<file path="src/rtl/decoder_scan_seq.sv">
`default_nettype none
// ============================================================================
// decoder_scan_seq : registered N-to-2^N one-hot decoder with direct-load and
//                    auto-scan modes, output enable and scan-wrap pulse.
//                    Optional macro DEC_BIDIR_EN adds dir_i (1 = scan down).
// Revision: 1.0
// ============================================================================
module decoder_scan_seq #(
  parameter int N     = 3,
  parameter int DWELL = 1
) (
  input  logic              clk_i,
  input  logic              rst_i,
  input  logic [N-1:0]      a_i,
  input  logic              ld_i,
  input  logic              oe_i,
  input  logic              mode_i,
`ifdef DEC_BIDIR_EN
  input  logic              dir_i,
`endif
  output logic [2**N-1:0]   y_o,
  output logic [N-1:0]      idx_o,
  output logic              wrap_o
);

  typedef enum logic [1:0] {
    ST_IDLE   = 2'd0,
    ST_DIRECT = 2'd1,
    ST_SCAN   = 2'd2
  } state_t;

  localparam logic [7:0]   DWELL_LAST = 8'(DWELL - 1);
  localparam logic [N-1:0] IDX_MAX    = {N{1'b1}};
  localparam logic [N-1:0] IDX_ONE    = {{(N-1){1'b0}}, 1'b1};

  state_t            state_q, state_d;
  logic [N-1:0]      idx_q, idx_d;
  logic [7:0]        dcnt_q, dcnt_d;
  logic              wrap_q, wrap_d;
  logic [2**N-1:0]   y_q, y_d;
  logic              step_down;

`ifdef DEC_BIDIR_EN
  assign step_down = dir_i;
`else
  assign step_down = 1'b0;
`endif

  always_comb begin
    state_d = ST_IDLE;
    if (oe_i) begin
      state_d = mode_i ? ST_SCAN : ST_DIRECT;
    end
    idx_d  = idx_q;
    dcnt_d = dcnt_q;
    wrap_d = 1'b0;

    if (state_d == ST_IDLE) begin
      // Frozen: counter holds, but a load still lands in the index.
      if (ld_i) begin
        idx_d = a_i;
      end
    end else if ((state_d != state_q) || (state_d == ST_DIRECT) || ld_i) begin
      // Mode entry, direct decode, or load: restart the dwell from zero.
      dcnt_d = 8'd0;
      if (ld_i) begin
        idx_d = a_i;
      end
    end else if (dcnt_q == DWELL_LAST) begin
      dcnt_d = 8'd0;
      if (step_down) begin
        idx_d  = idx_q - IDX_ONE;
        wrap_d = (idx_q == '0);
      end else begin
        idx_d  = idx_q + IDX_ONE;
        wrap_d = (idx_q == IDX_MAX);
      end
    end else begin
      dcnt_d = dcnt_q + 8'd1;
    end

    y_d = '0;
    if (state_d != ST_IDLE) begin
      y_d[idx_d] = 1'b1;
    end
  end

  always_ff @(posedge clk_i or posedge rst_i) begin
    if (rst_i) begin
      state_q <= ST_IDLE;
      idx_q   <= '0;
      dcnt_q  <= 8'd0;
      wrap_q  <= 1'b0;
      y_q     <= '0;
    end else begin
      state_q <= state_d;
      idx_q   <= idx_d;
      dcnt_q  <= dcnt_d;
      wrap_q  <= wrap_d;
      y_q     <= y_d;
    end
  end

  assign y_o    = y_q;
  assign idx_o  = idx_q;
  assign wrap_o = wrap_q;

endmodule
`default_nettype wire

</file>
<file path="config.mk">
export PLATFORM = sky130hd
export DESIGN_NAME = decoder_scan_seq
export DESIGN_NICKNAME = d
export VERILOG_FILES = /design/src/rtl/decoder_scan_seq.sv
export SDC_FILE = /design/constraint.sdc
export NUM_CORES = 1
export LEC_CHECK = 0
export CAP_MARGIN = 30
export CORE_ASPECT_RATIO = 0.6
export CORE_UTILIZATION = 30
export DETAILED_ROUTE_END_ITERATION = 12
export GPL_ROUTABILITY_DRIVEN = 0
export SLEW_MARGIN = 20
export SYNTH_ARGS = -nofsm -noshare
export SYNTH_HDL_FRONTEND = slang
export SYNTH_SLANG_ARGS = --single-unit
</file>
<file path="constraint.sdc">
create_clock -name clk_i -period 2.3 [get_ports clk_i]
set_input_delay 0.23 -clock clk_i [delete_from_list [all_inputs] [get_ports clk_i]]
set_output_delay 0.23 -clock clk_i [all_outputs]
set_load 0.05 [all_outputs]
</file>
==> results.py, run 1 <==
metrics = {
    "synthesis": {
        "yosysWarnings": 0,
        "yosys.area_share.xor_xnor": 0.01448,
        "synth_area_leaders": "dfrtp_1 (46%), ha_1 (4.1%), mux2i_1 (3.3%), a211oi_1 (3.1%), buf_6 (2.8%)",
        "synth-seq-area-share": 0.4550,
        "synth_top_family_by_area": "compound AO/OA/AOI/OAI gates",
        "synth_commonest_cells": "dfrtp_1 (22), inv_1 (6), o21ai_0 (6)",
        "yosys.area.top_type": "dfrtp_1",
        "syn-cell-area_mm2": 0.001210,
        "postSynth.asyncResetShare": 1.000,
        "synth_cells": 108,
        "synth.net_count": 120,
        "ys_types": 38,
        "synth_top_area_frac": 0.4550,
        "synthSimpleGateAreaFrac": 0.2048,
        "synthMuxAreaShare": 0.03309,
        "ys_ff_latch": 22,
        "avgSynthCellArea_um2": 11.20,
        "synth_most_common_cell": "dfrtp_1",
        "synth_enable_flop_cells": 0,
        "synth-main-ff-cell": "dfrtp_1",
        "synthAdderAreaFrac": 0.04137,
        "synth_compound_area_frac": 0.2048,
    },
    "setup_path": {
        "worstPathCellList": "inv_1, ha_1, or4b_4, o211ai_2, buf_4, o21ai_2, a21o_1",
        "setup.worst_path.end": "dcnt_q[3]$_DFFE_PP0P_",
        "cp-start-kind": "flip-flop",
        "ff2ff_path_depth": 7,
        "startpoint": "dcnt_q[0]$_DFFE_PP0P_",
        "required_ns": 2.46,
        "critPathMaxFanout": 7,
        "r2r-end": "dcnt_q[3]$_DFFE_PP0P_",
        "crit_arrival_ns": 2.23,
        "r2r_start": "dcnt_q[0]$_DFFE_PP0P_",
        "cpPeakStageDelay_ns": 0.52,
        "critPathBufInv": 2,
        "cp_slowest_cell": "or4b_4",
        "worstSetupPathType": "flip-flop to flip-flop",
        "path_depth": 7,
        "crit_family": "compound AO/OA/AOI/OAI gates",
        "rrSetupSlack_ns": 0.23,
        "crit_path_end_kind": "flip-flop",
    },
    "clocking": {
        "cts_inserted_buffers": 3,
        "postCtsHoldBufs": 0,
        "clock_sinks": 22,
        "ctsRootBufferMaster": "clkbuf_8",
        "cts.path.max_buffers": 2,
        "clkSlewWorstSetupHoldPaths_ns": 0.08,
        "insertion_delay_ns": 0.27,
        "cts_tree": "built",
        "post_cts_resized": 0,
        "cts.htree.levels": 1,
        "cts_setup_buffers": 0,
    },
    "global_route": {
        "overflow": 0,
        "grt_max_degree": 23,
        "grt_first_pass_wirelength_um": 4402,
        "globalRouteTotalUtil": 0.1334,
        "grt_pass1_vias": 918,
        "antenna_found_initial": 0,
    },
    "routing": {
        "avgRoutedWirePerCell_um": 14.23,
        "drtIter0Drc": 86,
        "routed_wl_um": 2576,
        "routed_via_density": 5.160,
        "drt-met1-wl_um": 1342,
        "vias": 934,
        "dr_wl_met2_um": 1021,
        "top_layer_used": "met4",
        "routed-wl-met3_um": 172,
        "final_antenna_net_count": 0,
        "drcViolationCount": 6,
        "drt_pass1_iterations": 8,
    },
    "pwr": {
        "p_total_mw": 0.9650,
        "leakage_nw": 0.7189,
        "p_per_area_mw_per_mm2": 623.0,
        "ir_worst_vdd_v": 0.0002111,
    },
    "sta": {
        "hold_violations": 0,
        "setup_viol": 0,
        "post-route-period-util": 0.8993,
        "tightest_slew_ns": 0.5358,
        "period_needed_ns": 2.068,
        "finClkSkew_ns": 0.001722,
        "drv_slew": 0,
        "rsz0062_at_grt": "no",
        "setup_tns_ns": 0,
        "slew-limit-headroom": 0.6417,
        "fmax_mhz": 483.5,
    },
    "run_status": {
        "status": "complete, but fails checks",
        "violations": "DRC",
    },
    "floorplan": {
        "die_area_mm2": 0.004299,
        "std_cell_rows": 17,
        "die_w_um": 83.99,
        "start_util": 0.3214,
        "fp.coreArea_mm2": 0.003765,
        "ios": 20,
        "die_y_um": 51.19,
    },
    "finish": {
        "fillCellCount": 333,
        "n_antenna_cell": 0,
        "multiInputGateArea_um2": 603.1,
        "drive_gt1_frac": 0.1642,
        "finalNonFillerCells": 181,
        "regArea_um2": 550.5,
        "syn_to_final_growth_pct": 28.03,
        "finalInstanceArea_mm2": 0.001549,
        "nets": 147,
    },
    "job": {
        "cap_violations": 0,
    },
    "placement": {
        "port_buffers": 19,
        "hpwl_um": 1961,
        "dp_cells": 176,
        "dpl-instance-area_mm2": 0.001463,
    },
    "min_path": {
        "worstHoldPathType": "input port to async pin",
    },
}
## placed cells by master (no fill, tap or decap), drive strengths merged
cell / netlist / routed
nand4: 1 / 1
o2bb2ai: 3 / 3
a211oi: 5 / 5
and4: 1 / 1
ha: 4 / 4
nor4b: 1 / 1
nand2b: 1 / 1
nor3: 4 / 4
dfrtp: 22 / 22
or4b: 2 / 2
nor3b: 3 / 3
o211ai: 4 / 4
a21o: 3 / 3
nand3: 2 / 2
clkdlybuf4s50: 0 / 19
and3: 5 / 5
mux2i: 4 / 4
and2: 2 / 2
and4bb: 1 / 1
nor2: 4 / 4
o311ai: 1 / 1
o21ai: 10 / 10
or3: 3 / 3
o31a: 2 / 2
or2: 1 / 1
o31ai: 1 / 1
clkbuf: 0 / 3
bufinv: 0 / 1
a21boi: 3 / 3
xor2: 2 / 2
inv: 6 / 6
nand2: 4 / 4
buf: 3 / 6
## state kept, by name, summed over array words and instances, names as in the netlist
register,flops
idx_o,3
wrap_o,1
dcnt_q,8
state_q,2
y_o,8
## worst reg2reg max path, stage by stage, from the launching register on
cell	delay, ns
dfrtp_1	0.40
inv_1	0.10
ha_1	0.20
or4b_4	0.52
o211ai_2	0.34
buf_4	0.19
o21ai_2	0.05
a21o_1	0.17
## layout make-up
type | count | share of cell area
multi-input combinational | 77 | 0.3893
inverter | 6 | 0.01454
timing repair buffer | 25 | 0.1567
clock inverter | 1 | 0.01939
sequential | 22 | 0.3554
tap | 47 | 0.03796
clock buffer | 3 | 0.02666
## how the worst min path moves through the flow
stage,start,end,slack (ns),depth (start not counted)
6_report,rst_i,y_o[6]$_DFF_PP0_,0.15,2
5_1_grt,rst_i,y_o[6]$_DFF_PP0_,0.16,2
4_1_cts,rst_i,idx_o[0]$_DFF_PP0_,0.45,2
3_5_place_dp,dcnt_q[1]$_DFFE_PP0P_,dcnt_q[1]$_DFFE_PP0P_,0.59,2
3_3_place_gp,dcnt_q[1]$_DFFE_PP0P_,dcnt_q[1]$_DFFE_PP0P_,0.56,2
2_1_floorplan,rst_i,dcnt_q[0]$_DFFE_PP0P_,0.22,1
## layer usage
metal / up-vias / global-route usage
met2: 36 / 0.1899
met5: - / 0
met4: 0 / 0.04310
li1: 457 / -
met3: 6 / 0.02585
met1: 435 / 0.2010
## cell families (layout without fill, tap and decap cells)
kind of cell | after synthesis | count (layout)
AOI/OAI and AO/OA | 32 | 32
xor gates and xnor gates | 2 | 2
adders and majority gates | 4 | 4
buffers and inverters | 9 | 35
DFF | 22 | 22
muxes | 4 | 4
and+or+nand+nor | 35 | 35
## per-stage QoR
stage            util  hold slack, ns  setup slack, ns
2_1_floorplan       -          0.2192           0.2634
3_3_place_gp   0.3885          0.5600           0.2329
3_5_place_dp   0.3885          0.5886           0.2046
4_1_cts        0.4074          0.4547           0.2158
5_1_grt        0.4114          0.1572           0.1446
6_report       0.4114          0.1493           0.2316
## power by group
| part | switching (mW) | total [mW] | internal [mW] |
|---|---|---|---|
| Sequential | 0.0136 | 0.415 | 0.402 |
| Clock | 0.128 | 0.361 | 0.233 |
| Combinational | 0.115 | 0.189 | 0.0737 |
Power figures use the tool's default switching activity.
==> run 2, diff against run 1 <==
- SETUP_SLACK_MARGIN: not set -> 0.4
==> run 2 against run 1 <==
Compared with the run above:
- the run still ends with DRC left
- final area up 10%
- clock skew up 0.0024 ns
- non-clock buffer count is 7 higher
- combinational power is 15% higher
- maximum frequency grew 5.5%
- setup slack gained 0.11 ns
- sequential share of layout area decreased by 3.2 points
- die area is the same
- critical path depth is 1 lower
- total power is 3.7% higher
- largest cell class unchanged
==> results.py, run 2 (synthesized netlist as in run 1, its figures left out) <==
metrics = {
    "routing": {
        "routed_via_density": 5.282,
        "final_antenna_net_count": 0,
        "drt_pass1_iterations": 10,
        "avgRoutedWirePerCell_um": 16.20,
        "routed_wl_um": 3046,
        "routed-wl-met3_um": 162,
        "drtIter0Drc": 34,
        "dr_wl_met2_um": 1312,
        "drt-met1-wl_um": 1551,
        "vias": 993,
        "top_layer_used": "met4",
        "drcViolationCount": 6,
    },
    "clocking": {
        "cts_tree": "built",
        "clock_sinks": 22,
        "clkSlewWorstSetupHoldPaths_ns": 0.08,
        "postCtsHoldBufs": 0,
        "cts.htree.levels": 1,
        "cts_inserted_buffers": 3,
        "cts.path.max_buffers": 2,
        "insertion_delay_ns": 0.27,
        "ctsRootBufferMaster": "clkbuf_8",
    },
    "setup_path": {
        "required_ns": 2.49,
        "cp-start-kind": "flip-flop",
        "crit_arrival_ns": 2.15,
        "cpPeakStageDelay_ns": 0.52,
        "critPathBufInv": 1,
        "cp_slowest_cell": "or4b_4",
        "worstSetupPathType": "flip-flop to flip-flop",
        "crit_path_end_kind": "flip-flop",
        "crit_family": "simple AND/OR/NAND/NOR gates",
        "critPathMaxFanout": 4,
        "worstPathCellList": "inv_2, ha_4, or4b_4, nor3_4, o311ai_4, a211oi_2",
    },
    "placement": {
        "dpl-instance-area_mm2": 0.001470,
        "hpwl_um": 2224,
        "port_buffers": 19,
    },
    "finish": {
        "fillCellCount": 343,
        "drive_gt1_frac": 0.3333,
        "syn_to_final_growth_pct": 41.26,
        "n_antenna_cell": 0,
        "finalInstanceArea_mm2": 0.001709,
        "layout_commonest_cell": "dfrtp_1",
        "nets": 154,
        "final_cell_mix": "dfrtp_1 (20), clkdlybuf4s50_1 (19), buf_4 (13), o21ai_0 (6)",
    },
    "pwr": {
        "leakage_nw": 0.7559,
        "p_per_area_mw_per_mm2": 585.5,
        "ir_worst_vdd_v": 0.0003177,
    },
    "floorplan": {
        "die_y_um": 51.19,
        "start_util": 0.3214,
        "die_w_um": 83.99,
        "die_area_mm2": 0.004299,
        "fp.coreArea_mm2": 0.003765,
        "std_cell_rows": 17,
        "ios": 20,
    },
    "run_status": {
        "violations": "DRC",
        "status": "complete, but fails checks",
    },
    "global_route": {
        "grt_first_pass_wirelength_um": 4995,
        "globalRouteTotalUtil": 0.1545,
        "grt_max_degree": 15,
        "antenna_found_initial": 0,
        "grt_pass1_vias": 925,
        "overflow": 0,
    },
    "sta": {
        "rsz0062_at_grt": "yes",
        "setup_tns_ns": 0,
        "hold_violations": 0,
        "period_needed_ns": 1.961,
        "fmax_mhz": 509.8,
        "tightest_slew_ns": 0.5551,
        "slew-limit-headroom": 0.6295,
        "post-route-period-util": 0.8528,
        "finClkSkew_ns": 0.004171,
        "drv_slew": 0,
        "setup_viol": 0,
    },
    "job": {
        "cap_violations": 0,
    },
    "min_path": {
        "worstHoldPathType": "input port to async pin",
    },
}
## run 2: final cells by class
class	instances	area [um2]	area share
multi-input combinational	77	715.7	0.4187
sequential	22	553.0	0.3236
timing repair buffer	32	287.8	0.1684
tap	47	58.81	0.03441
clock buffer	3	41.29	0.02416
clock inverter	1	30.03	0.01757
inverter	6	22.52	0.01318
## run 2: power breakdown
| group | internal, mW | leakage (nW) | switching [mW] |
|---|---|---|---|
| registers | 0.403 | 0.294 | 0.0133 |
| logic | 0.0846 | 0.426 | 0.133 |
| clock network | 0.233 | 0.0357 | 0.134 |
## run 2: final timing paths
path                                       start                     to  slack, ns  depth (start not counted)
hold reg to reg            dcnt_q[1]$_DFFE_PP0P_  dcnt_q[1]$_DFFE_PP0P_       0.60                          2
max in group asynchronous                  rst_i       y_o[7]$_DFF_PP0_       1.46                          3
min in group clk_i                        mode_i   state_q[0]$_DFF_PP0_       0.59                          2
setup / recovery           dcnt_q[0]$_DFFE_PP0P_       y_o[1]$_DFF_PP0_       0.34                          6
setup reg to reg           dcnt_q[0]$_DFFE_PP0P_       y_o[1]$_DFF_PP0_       0.34                          6
hold / removal                             rst_i       y_o[5]$_DFF_PP0_       0.31                          2
## run 2: repair_timing
item,in CTS,in global routing
pin swaps,2,10
setup buffers,3,5
setup endpoints to repair,11,15
gates resized for setup,5,17
## run 2: routing by layer
layer  vias to the layer above  track usage
met5                         -            0
met3                         3      0.04039
li1                        470            -
met4                         0      0.03448
met1                       492       0.2371
met2                        28       0.2131
## run 2: per-stage QoR
stage	std cells	power [mW]	hold slack [ns]	utilization	setup slack (ns)
finish	188	1.001	0.3055	0.4540	0.3385
global route	188	1.050	0.3712	0.4540	0.2746
CTS	183	0.9913	0.3380	0.4227	0.3759
detailed placement	176	0.6176	0.5823	0.3905	0.1386
global placement	176	0.6116	0.5730	0.3905	0.2701
floorplan	108	0.5458	0.2191	-	0.4390
==> run 3, diff against run 2 <==
--- a/config.mk
+++ b/config.mk
@@ -7,5 +7,5 @@
 export LEC_CHECK = 0
 export CAP_MARGIN = 30
-export CORE_ASPECT_RATIO = 0.6
+export CORE_ASPECT_RATIO = 1.25
 export CORE_UTILIZATION = 30
 export DETAILED_ROUTE_END_ITERATION = 12
==> constraint.sdc (replaced) <==
create_clock -name clk_i -period 2.4 [get_ports clk_i]
set_input_delay 0.24 -clock clk_i [delete_from_list [all_inputs] [get_ports clk_i]]
set_output_delay 0.24 -clock clk_i [all_outputs]
set_load 0.1 [all_outputs]
==> run 3 against run 2 <==
Compared with the run above:
- the run now ends clean
- total power shrank 14%
- final cell count is 0.53% higher
- clock power down 38%
- via count is 5.4% lower
- largest power group unchanged
==> results.py, run 3 (synthesized netlist as in run 1, its figures left out) <==
metrics = {
    "min_path": {
        "worstHoldPathType": "input port to async pin",
    },
    "finish": {
        "syn_to_final_growth_pct": 29.37,
        "final_cell_mix": "dfrtp_1 (19), buf_4 (19), clkdlybuf4s50_1 (7), o21ai_0 (6)",
        "n_antenna_cell": 0,
        "nets": 148,
        "drive_gt1_frac": 0.3481,
        "fillCellCount": 392,
    },
    "global_route": {
        "globalRouteTotalUtil": 0.1330,
        "antenna_found_initial": 0,
        "grt_pass1_vias": 911,
        "grt_first_pass_wirelength_um": 4243,
        "grt_max_degree": 23,
        "overflow": 0,
    },
    "sta": {
        "fin_ws_ns": 0.4333,
        "hold_violations": 0,
        "period_needed_ns": 1.967,
        "post-route-period-util": 0.8195,
        "fmax_mhz": 508.5,
        "slew-limit-headroom": 0.6880,
        "setup_viol": 0,
        "tightest_slew_ns": 0.4652,
        "hold_ws_ns": 0.3051,
        "drv_slew": 0,
        "rsz0062_at_grt": "yes",
        "setup_tns_ns": 0,
        "finClkSkew_ns": 0.01102,
    },
    "routing": {
        "drcViolationCount": 0,
        "routed_wl_um": 2652,
        "routed_via_density": 4.968,
        "drt_pass1_iterations": 4,
        "drtIter0Drc": 12,
        "routed-wl-met3_um": 77,
        "vias": 939,
        "final_antenna_net_count": 0,
        "avgRoutedWirePerCell_um": 14.03,
        "drt-met1-wl_um": 1108,
        "dr_wl_met2_um": 1447,
        "top_layer_used": "met4",
    },
    "placement": {
        "pre_cts_slack_ns": 0.2418,
        "port_buffers": 19,
        "hpwl_um": 1968,
    },
    "floorplan": {
        "die_w_um": 58.80,
        "start_util": 0.3170,
        "fp.coreArea_mm2": 0.003816,
        "die_y_um": 73,
        "ios": 20,
        "die_area_mm2": 0.004292,
        "std_cell_rows": 25,
    },
    "clocking": {
        "clock_sinks": 22,
        "clkSlewWorstSetupHoldPaths_ns": 0.08,
        "insertion_delay_ns": 0.26,
        "ctsRootBufferMaster": "clkbuf_8",
        "cts_inserted_buffers": 3,
        "cts.htree.levels": 1,
        "postCtsHoldBufs": 0,
        "cts.path.max_buffers": 2,
        "cts_tree": "built",
    },
    "setup_path": {
        "worstPathCellList": "clkdlybuf4s50_1, and3_2, o21ai_1, or3_1, a211oi_1",
        "required_ns": 2.54,
        "cp-start-kind": "input port",
        "critPathBufInv": 1,
        "cpPeakStageDelay_ns": 0.63,
        "cp_slowest_cell": "clkdlybuf4s50_1",
        "crit_path_end_kind": "flip-flop",
        "critPathMaxFanout": 7,
        "rrSetupSlack_ns": 0.44,
        "worstSetupPathType": "input port to flip-flop",
        "crit_family": "simple AND/OR/NAND/NOR gates",
        "crit_arrival_ns": 2.11,
    },
    "job": {
        "cap_violations": 0,
    },
    "pwr": {
        "ir_worst_vdd_v": 0.0001959,
        "p_per_area_mw_per_mm2": 548.5,
        "leakage_nw": 0.7264,
        "p_total_mw": 0.8585,
    },
    "run_status": {
        "status": "complete, no violations",
    },
}
[run 3: cell count changes in the layout (fill, tap and decap cells not counted), moves of 2 or more]
cell,delta
a211oi_1,+3
a211oi_2,-3
buf_4,+6
clkdlybuf4s50_1,-12
or3_1,+2
or3_4,-2
[run 3: routing by layer]
| metal | global-route usage | vias to the layer above |
|---|---|---|
| met3 | 0.02305 | 2 |
| met4 | 0.04762 | 0 |
| met2 | 0.2475 | 17 |
| met5 | 0 | - |
| met1 | 0.1484 | 462 |
| li1 | - | 458 |
[run 3: timing repair]
action | 4_1_cts | 5_1_grt
buffers inserted | 0 | 5
gates resized for setup | 1 | 11
endpoints found under the setup margin | 4 | 12
pin swaps | 1 | 6
[run 3: worst register-to-register path: stages (launching register included)]
cell,delay (ns)
dfrtp_4,0.52
ha_1,0.21
ha_1,0.26
and3_2,0.18
or3_1,0.38
a211oi_1,0.31
[run 3: area by class of cell]
class / instances / area, um2 / area share
well taps: 54 / 67.56 / 0.04317
repair buffers: 26 / 212.7 / 0.1359
flip-flops and latches: 22 / 556.8 / 0.3557
multi-input cells: 77 / 660.6 / 0.4221
clock buffers: 4 / 45.04 / 0.02878
inverters: 6 / 22.52 / 0.01439
[run 3: stage by stage]
stage          cells  utilization  cell area (um2)
6_report         189       0.4102             1565
5_1_grt          189       0.4102             1565
4_1_cts          184       0.3889             1484
3_5_place_dp     180       0.3748             1430
3_3_place_gp     180       0.3748             1430
2_1_floorplan    108            -             1221
[run 3: worst paths after layout]
path,from,endpoint,cells past startpoint
max,oe_i,y_o[0]$_DFF_PP0_,5
min,rst_i,dcnt_q[0]$_DFFE_PP0P_,3
max reg2reg,idx_o[0]$_DFF_PP0_,y_o[0]$_DFF_PP0_,5
min reg2reg,dcnt_q[1]$_DFFE_PP0P_,dcnt_q[1]$_DFFE_PP0P_,2
max in group asynchronous,rst_i,idx_o[0]$_DFF_PP0_,3
min in group clk_i,mode_i,state_q[0]$_DFF_PP0_,2
[run 3: power breakdown]
group / switching [mW] / total [mW] / internal [mW]
Combinational: 0.166 / 0.230 / 0.0639
Clock: 0.111 / 0.229 / 0.118
Sequential: 0.0122 / 0.400 / 0.387
